### config.mk
export PLATFORM = sky130hd
export DESIGN_NAME = approx_mult_seq
export DESIGN_NICKNAME = d
export VERILOG_FILES = /design/src/rtl/approx_mult_seq.sv
export SDC_FILE = /design/constraint.sdc
export NUM_CORES = 1
export LEC_CHECK = 0
export CAP_MARGIN = 40
export CORE_MARGIN = 2
export CORE_UTILIZATION = 46
export DETAILED_ROUTE_END_ITERATION = 16
export PLACE_DENSITY = 0.65
export SYNTH_ARGS = -nofsm -noshare
export SYNTH_HDL_FRONTEND = slang
export SYNTH_SLANG_ARGS = --single-unit
export TNS_END_PERCENT = 30
### constraint.sdc
create_clock -name clk -period 18 [get_ports clk]
set_input_delay 3.6 -clock clk [delete_from_list [all_inputs] [get_ports clk]]
set_output_delay 3.6 -clock clk [all_outputs]
set_load 0.01 [all_outputs]
### src/rtl/approx_mult_seq.sv
// Sequential unsigned WIDTH x WIDTH multiplier built on one shared HxH multiplier.
// Exact mode sums all four partial products; approximate mode skips LL and truncates the rest.
module approx_mult_seq #(
    parameter int WIDTH = 32,
    parameter int TRUNC = 8
) (
    input  logic                 clk,
    input  logic                 rst,
    input  logic                 in_valid,
    output logic                 in_ready,
    input  logic                 mode,
    input  logic [WIDTH-1:0]     a,
    input  logic [WIDTH-1:0]     b,
    output logic                 out_valid,
    input  logic                 out_ready,
    output logic [2*WIDTH-1:0]   y,
    output logic                 out_mode
);

    localparam int H = WIDTH / 2;
    localparam logic [WIDTH-1:0] TRUNC_MASK = {WIDTH{1'b1}} << TRUNC;

    typedef enum logic [1:0] {IDLE, CALC, DONE} state_t;

    state_t               state_q, state_d;
    logic [WIDTH-1:0]     a_q, a_d, b_q, b_d;
    logic                 mode_q, mode_d;
    logic [1:0]           step_q, step_d;
    logic [2*WIDTH-1:0]   acc_q, acc_d;

    logic [1:0]           sel;
    logic                 last;
    logic [H-1:0]         mul_a, mul_b;
    logic [WIDTH-1:0]     prod, pp;
    logic [2*WIDTH-1:0]   weighted;

    // sel encodes the partial product: 0 = LL, 1 = HL, 2 = LH, 3 = HH; approx mode starts at HL.
    assign sel   = step_q + {1'b0, mode_q};
    assign last  = (sel == 2'd3);
    assign mul_a = sel[0] ? a_q[WIDTH-1:H] : a_q[H-1:0];
    assign mul_b = sel[1] ? b_q[WIDTH-1:H] : b_q[H-1:0];
    assign prod  = {{H{1'b0}}, mul_a} * {{H{1'b0}}, mul_b};
    assign pp    = mode_q ? (prod & TRUNC_MASK) : prod;

    always_comb begin
        case (sel)
            2'd0:    weighted = {{WIDTH{1'b0}}, pp};
            2'd1,
            2'd2:    weighted = {{H{1'b0}}, pp, {H{1'b0}}};
            default: weighted = {pp, {WIDTH{1'b0}}};
        endcase
    end

    always_comb begin
        // NOTE: every output of this block gets a default first, so no path can infer a latch.
        state_d   = state_q;
        a_d       = a_q;
        b_d       = b_q;
        mode_d    = mode_q;
        step_d    = step_q;
        acc_d     = acc_q;
        in_ready  = 1'b0;
        out_valid = 1'b0;
        case (state_q)
            IDLE: begin
                in_ready = 1'b1;
                if (in_valid) begin
                    a_d     = a;
                    b_d     = b;
                    mode_d  = mode;
                    acc_d   = '0;
                    step_d  = '0;
                    state_d = CALC;
                end
            end
            CALC: begin
                acc_d  = acc_q + weighted;
                step_d = step_q + 2'd1;
                if (last) state_d = DONE;
            end
            DONE: begin
                out_valid = 1'b1;
                if (out_ready) state_d = IDLE;
            end
            default: state_d = IDLE;
        endcase
    end

    always_ff @(posedge clk or posedge rst) begin
        if (rst) begin
            // NOTE: the operand registers are reset too; it costs little and keeps post-reset state deterministic.
            state_q <= IDLE;
            a_q     <= '0;
            b_q     <= '0;
            mode_q  <= 1'b0;
            step_q  <= '0;
            acc_q   <= '0;
        end else begin
            // NOTE: non-blocking assignments so every register updates from pre-edge values.
            state_q <= state_d;
            a_q     <= a_d;
            b_q     <= b_d;
            mode_q  <= mode_d;
            step_q  <= step_d;
            acc_q   <= acc_d;
        end
    end

    assign y        = acc_q;
    assign out_mode = mode_q;

endmodule

==> Word level (Yosys, flattened, before mapping) <==
Index checks and enable logic that the tools add are counted.
{ "word_totals": {"input_bits": 69, "out_inout_bits": 67, "ff_bits": 133, "word_cells": 39} }
{ "classes": {"reduce_logical": 7, "multipliers": 1, "eq_ne": 8, "n_mux": 14, "n_addsub": 3} }
{ "ops": {"columns": ["cell", "n"], "rows": [
  ["64-bit one-hot mux with 2 select lines", 2],
  ["64-bit adder", 1],
  ["64-bit two-way mux", 1],
  ["16-bit by 16-bit multiplier with 32-bit output", 1],
  ["16-bit two-way mux", 2],
  ["2-bit two-way mux", 4],
  ["8-bit two-way mux", 1],
  ["2-bit == test (second input constant)", 3],
  ["2-bit inequality test (second input constant)", 3],
  ["2-bit one-hot mux with 3 select lines", 1],
  ["2-bit by 1-bit == test with 1-bit output (second input constant)", 2],
  ["2-bit zero test", 2],
  ["2-bit one-hot mux with 2 select lines", 1],
  ["2-bit AND reduction", 2],
  ["3-bit AND reduction", 1],
  ["2-bit by 1-bit adder with 2-bit output", 1],
  ["2-bit by 1-bit adder with 2-bit output (second input constant)", 1],
  ["1-bit two-way mux", 2],
  ["2-bit nonzero test", 1],
  ["2-bit OR reduction", 1]
]} }

==> Longest topological paths before layout <==
Gate-level depths: netlist of run 1.
{ "logic_depth": {"word_depth": 7, "ltp_mapped": 44, "depth_no_buf": 41} }

==> Worst setup path before layout of run 1 <==
No wires, ideal clock.
{ "synth_path": {"kind": "register -> register", "startpoint": "register mode_q, in the netlist out_mode", "endpoint": "register acc_q[62], in the netlist y[62]", "required_ns": 17.871, "slack_ns": 7.785, "setup_ns": 0.129, "arrival_time_ns": 10.086, "path_buffers": 4, "path_stages_with_launch": 38, "path_cell_list": "dfrtp_1 ha_1 clkbuf_1 buf_1 clkbuf_1 mux2i_1 nor2_1 fa_1 inv_1 fa_1 fa_1 inv_1 ha_1 fa_1 inv_1 fa_1 inv_1 ha_1 [... 2 more ...] o21ai_0 nand2_1 a21o_1 a21o_1 a211oi_1 xor2_1 o21ai_0 ha_1 and3_1 buf_2 nand2_1 or4_1 o31a_1 o41ai_4 a211oi_2 a21oi_2 xnor2_1 o21ai_1"} }
{ "synth_via": {"elab_chain_cells": 7, "elab_cells_between_ends": 12} }
{ "synth_rtl": {"columns": ["element", "line_no", "text"], "rows": [
  ["start: declaration", "27", "logic mode_q, mode_d;"],
  ["start signal: assignment", "103", "mode_q <= mode_d;"],
  ["2-bit by 1-bit adder with 2-bit output", "38", "assign sel = step_q + {1'b0, mode_q};"],
  ["16-bit two-way mux (on tied branches)", "40, 41", null],
  ["16-bit by 16-bit multiplier with 32-bit output", "42", "assign prod = {{H{1'b0}}, mul_a} * {{H{1'b0}}, mul_b};"],
  ["8-bit two-way mux", "43", "assign pp = mode_q ? (prod & TRUNC_MASK) : prod;"],
  ["64-bit one-hot mux with 2 select lines *", "46", "case (sel)"],
  ["64-bit adder *", "77", "acc_d = acc_q + weighted;"],
  ["64-bit one-hot mux with 2 select lines *", "64", "case (state_q)"],
  ["end signal: assignment", "97", "acc_q <= '0;"],
  ["end signal: assignment", "105", "acc_q <= acc_d;"],
  ["end: declaration", "29", "logic [2*WIDTH-1:0] acc_q, acc_d;"]
]} }
Every way passes the cells marked *; elsewhere a longest branch is shown, timed or not.
A chain may end at the register's enable or synchronous reset.

==> Final worst setup path of run 1 <==
{ "layout_path": {"startpoint": "register mode_q, in the netlist out_mode", "endpoint": "register acc_q[63], in the netlist y[63]"} }
The elaborated chain is that of the path after synthesis.

==> results of run 1 <==
==> layout by cell type (no fill, tap or decap), types with 17 or more instances in the layout <==
cell,count
nand2_1,506
xnor2_1,49
dfrtp_1,133
o21bai_1,17
mux2i_1,31
xor2_1,39
fa_1,195
nand3_1,40
ha_1,171
a21oi_1,106
nor2_1,178
buf_4,23
nand4_1,25
inv_1,257
clkbuf_16,17
o21ai_0,127
and2_1,18
nor2b_1,20
a21o_1,47
clkdlybuf4s50_1,135
==> through the flow <==
| stage | setup slack (ns) | utilization | cells | hold WS [ns] |
|---|---|---|---|---|
| 5_1_grt | 5.438 | 0.5304 | 2845 | 0.5159 |
| 3_5_place_dp | 6.396 | 0.5149 | 2812 | 0.4654 |
| 4_1_cts | 6.283 | 0.5302 | 2844 | 0.4821 |
| 2_1_floorplan | 7.785 | - | 2230 | 0.4450 |
| 3_3_place_gp | 6.518 | 0.5125 | 2805 | 0.4608 |
| 6_report | 6.123 | 0.5304 | 2845 | 0.4840 |
==> critical path: cells and delay by family, from the launching register on <==
family	cells	cell delay, ns
xor gates and xnor gates	3	0.68
DFF	1	0.70
AOI/OAI and AO/OA	12	3.64
and+or+nand+nor	8	1.66
buffers and inverters	6	1.07
adders and majority gates	9	4.06
==> Yosys cell counts (all sizes together) (40+ instances only) <==
| library cell | n | area, sq um |
|---|---|---|
| o21ai | 131 | 655.6 |
| xor2 | 40 | 350.3 |
| ha | 171 | 2140 |
| inv | 258 | 968.4 |
| clkbuf | 85 | 319.1 |
| nand2 | 507 | 1903 |
| nor2 | 179 | 671.9 |
| xnor2 | 49 | 429.2 |
| dfrtp | 133 | 3328 |
| nand3 | 40 | 200.2 |
| a21o | 47 | 352.8 |
| fa | 195 | 3904 |
| a21oi | 107 | 539.3 |
==> routing by layer <==
layer,vias to the layer above,track usage,wire length [microns]
met5,-,0,13
met4,2,0.08036,1488
met3,94,0.06932,4509
met2,613,0.4624,26340
met1,7875,0.4110,25780
li1,7439,-,-
==> final timing paths <==
check                         start       to  slack, ns  cells past startpoint
max                        out_mode    y[63]       6.12                     38
min                         b_q[22]  b_q[22]       0.48                      2
min in group asynchronous       rst    y[58]       3.40                      2
max in group asynchronous       rst   a_q[0]      13.75                      3
max reg2reg                out_mode    y[63]       6.12                     38
min reg2reg                 b_q[22]  b_q[22]       0.48                      2
==> area by class of cell <==
type / count / area [sq um] / share of cell area
well taps: 518 / 648.1 / 0.03169
clock inverters: 14 / 152.6 / 0.007464
inverters: 259 / 977.2 / 0.04778
clock buffers: 18 / 439.2 / 0.02147
flip-flops and latches: 133 / 3328 / 0.1627
repair buffers: 161 / 1587 / 0.07757
multi-input cells: 1742 / 13320 / 0.6513
==> flip-flops by register name (all words and copies together), names as in the netlist <==
signal,cells
y,64
a_q,32
b_q,32
state_q,2
step_q,2
out_mode,1
==> cells by family (layout without fill, tap and decap cells) <==
group | Yosys count | after routing | share of synthesized area
compound gates | 395 | 395 | 0.1374
simple gates | 845 | 845 | 0.1954
flops | 133 | 133 | 0.1854
xor+xnor | 89 | 89 | 0.04342
buf+inv | 355 | 452 | 0.07450
fa+ha+maj | 366 | 366 | 0.3366
mux | 47 | 47 | 0.02732
==> impl_metrics.tcl, run 1 <==
set metrics [dict create \
    status "finished, final reports clean" \
    yosysWarnings 0 \
    drc 0 \
    ys_async_sr_fraction 1.000 \
    vias 16020 \
    drt-total-wl_microns 58140 \
    clk_path_buf_depth 2 \
    fin_tns_setup_ns 0 \
    ys_types 64 \
    cpPeakStageDelay_ns 0.70 \
    drv_cap 0 \
    drt_iter0_drc 1334 \
    drive_gt1_frac 0.03997 \
    h-tree-depth 4 \
    worstPathArrival_ns 12.28 \
    start_util 0.4656 \
    setup_viol 0 \
    cts_resized 0 \
    tritoncts "done" \
    ant_nets 0 \
    min_period_ns 11.88 \
    slew_headroom 0.3587 \
    antenna_cells 0 \
    dieArea_sq_um 40630 \
    rows 72 \
    post_drt_wl_per_cell_microns 20.43 \
    track_usage 0.2955 \
    clock_sinks 133 \
    fin_worst_skew_ns 0.01608 \
    nFillCells 3698 \
    die_h_microns 201.6 \
    rsz0062_at_grt "false" \
    ys.flop_type "dfrtp_1" \
    cts_setup_buffers 0 \
    via_per_inst 5.632 \
    antenna_found_initial 1 \
    grt.overflow.total 0 \
    finalCritPeriodShare 0.6598 \
    critPathLaunchType "register" \
    cts_made_buffers 17 \
    required_ns 18.40 \
    critPathKind "register to register" \
    grt_pass1_vias 16170 \
    synth.avg_cell_area_sq_um 8.051 \
    fmax_ghz 0.08420 \
    core-area_sq_um 38560 \
    synth-seq-cells 133 \
    postSynthCellCount 2230 \
    fin_nets 2749 \
    dr.pass1.iters 5 \
    crit_fanout 31 \
    postCtsHoldBufs 0 \
    area_growth_pct 13.92 \
    io_pins 136 \
    syn_nets 2665 \
    hpwl_microns 46820 \
    min_path_type "register to register" \
    grt_pass1_wl_microns 92720 \
    critPathSlowestCell "dfrtp_1" \
    portBuffers 135 \
    chipWidth_microns 201.6 \
    hold_viol_final 0 \
    clock_latency_ns 0.47 \
    slew_violations 0 \
    place_area_sq_um 19850 \
    gp_congestion 0.9642 \
    crit_path_end_kind "register" \
    cts_root_buf "clkbuf_16" \
    worstMarginPinSlew_ns 0.9352 \
    synth_edf_count 0 \
    grt_start_max_net_pins 84 \
    fin_area_sq_um 20450 \
    cts.clk_slew.worst_paths_ns 0.07 \
    synth.cell_area_sq_um 17950 \
    seq_area_frac_synth 0.1854 \
]
Power of run 1 is not shown: default switching activity piles up to over one toggle a cycle in this logic, so the estimate is an artifact.
==> inputs of run 2 (changes only) <==
PLACE_DENSITY = 0.68   (was 0.65)
clock period = 10.6 ns   (was 18 ns; I/O delays follow)
==> run 2 against run 1 <==
- wire length up 3.8%
- setup slack worse by 5.7 ns
- via count up 1.5%
- largest cell class unchanged
- critical path type unchanged
- non-clock buffer count up 40
- register-to-register slack worse by 5.7 ns
- cell area up 2.5%
- hold slack better by 0.017 ns
==> impl_metrics.tcl, run 2 (same netlist as run 1, synthesis figures left out) <==
set metrics [dict create \
    chipWidth_microns 201.6 \
    postCtsHoldBufs 0 \
    clk_path_buf_depth 2 \
    cp_common_cell "fa_1" \
    tritoncts "done" \
    die_h_microns 201.6 \
    portBuffers 135 \
    setup_viol 0 \
    via_per_inst 5.642 \
    holdWs_ns 0.5013 \
    h-tree-depth 4 \
    final_cell_mix "501 x nand2_1, 256 x inv_1, 195 x fa_1" \
    status "finished, final reports clean" \
    cts_root_buf "clkbuf_16" \
    nFillCells 3700 \
    cpPeakStageDelay_ns 0.61 \
    seq_area_sq_um 3328 \
    drt_iter0_drc 1329 \
    drc 0 \
    slew_violations 0 \
    min_path_type "register to register" \
    rsz0062_at_grt "false" \
    post_drt_wl_per_cell_microns 20.95 \
    layout_commonest_cell "nand2_1" \
    slew_headroom 0.4390 \
    finalCritPeriodShare 0.9608 \
    fin_worst_skew_ns 0.01075 \
    dr.pass1.iters 5 \
    io_pins 136 \
    fmax_ghz 0.09819 \
    grt_pass1_wl_microns 94810 \
    core-area_sq_um 38560 \
    worstPathArrival_ns 10.61 \
    fin_nets 2789 \
    grt.overflow.total 0 \
    antenna_found_initial 0 \
    vias 16260 \
    cts.clk_slew.worst_paths_ns 0.06 \
    drv_cap 0 \
    crit_path_end_kind "register" \
    ant_nets 0 \
    track_usage 0.3048 \
    drt-total-wl_microns 60350 \
    hold_viol_final 0 \
    hpwl_microns 48310 \
    dieArea_sq_um 40630 \
    largest_reg_flops 64 \
    antenna_cells 0 \
    gp_congestion 0.9974 \
    critPathKind "register to register" \
    cts_made_buffers 17 \
    clock_sinks 133 \
    multi_input_area_sq_um 13500 \
    fin_tns_setup_ns 0 \
    critPathLaunchType "register" \
    required_ns 11.03 \
    crit_fanout 8 \
    critPathSlowestCell "fa_1" \
    worstMarginPinSlew_ns 0.8415 \
    clock_latency_ns 0.49 \
    area_growth_pct 16.73 \
    grt_pass1_vias 16300 \
    drive_gt1_frac 0.07110 \
    final_core_util 0.5435 \
    start_util 0.4656 \
    grt_start_max_net_pins 81 \
    min_period_ns 10.18 \
    rows 72 \
]
-- run 2: cell count changes in the layout (fill, tap and decap cells not counted), sizes merged --
cell | previous run | this run
bufinv | 2 | 1
clkinvlp | 7 | 2
buf | 25 | 65
inv | 260 | 257
clkinv | 4 | 3
clkbuf | 19 | 25
-- run 2: final cells by class --
cell class	instances	area share
clock buffer	24	0.02394
clock inverter	4	0.002269
inverter	259	0.04681
multi-input combinational	1742	0.6443
sequential	133	0.1588
tap	518	0.03093
timing repair buffer	201	0.09290
-- run 2: worst max-delay path: cells and delay by family (launching register included) --
kind | cells | cell delay (ns)
buf+inv | 9 | 1.10
fa+ha+maj | 9 | 4.02
flops | 1 | 0.39
compound gates | 14 | 3.11
xor+xnor | 3 | 0.57
simple gates | 7 | 0.91
-- run 2: worst paths after layout --
path | from | end | slack, ns | depth (start not counted)
max in group asynchronous | rst | a_q[4] | 7.22 | 3
worst min-delay path | b_q[22] | b_q[22] | 0.50 | 2
worst min register to register | b_q[22] | b_q[22] | 0.50 | 2
min in group asynchronous | rst | y[52] | 2.13 | 2
worst max-delay path | step_q[0] | y[63] | 0.42 | 42
worst max register to register | step_q[0] | y[63] | 0.42 | 42
-- run 2: stage by stage --
| stage | cell area [sq um] | worst slack (ns) | instances |
|---|---|---|---|
| floorplan | 17950 | 0.3851 | 2230 |
| global placement | 20070 | -0.3186 | 2840 |
| detailed placement | 20110 | -0.3285 | 2842 |
| CTS | 20680 | -0.007901 | 2870 |
| global route | 20960 | 0.01468 | 2881 |
| finish | 20960 | 0.4154 | 2881 |
-- run 2: metal layers --
| metal | vias up | part of all wire | global-route usage |
|---|---|---|---|
| li1 | 7517 | - | - |
| met1 | 8027 | 0.44 | 0.4228 |
| met2 | 610 | 0.46 | 0.4780 |
| met3 | 102 | 0.074 | 0.06544 |
| met4 | 0 | 0.026 | 0.09375 |
| met5 | - | 0 | 0 |
-- run 2: timing repair --
action / in CTS / in global routing
cloned: 0 / 1
gates resized for setup: 4 / 48
setup endpoints to repair: 6 / 22
pin swaps: 2 / 5
setup buffers: 0 / 10
Power of run 2 is left out for the same reason.
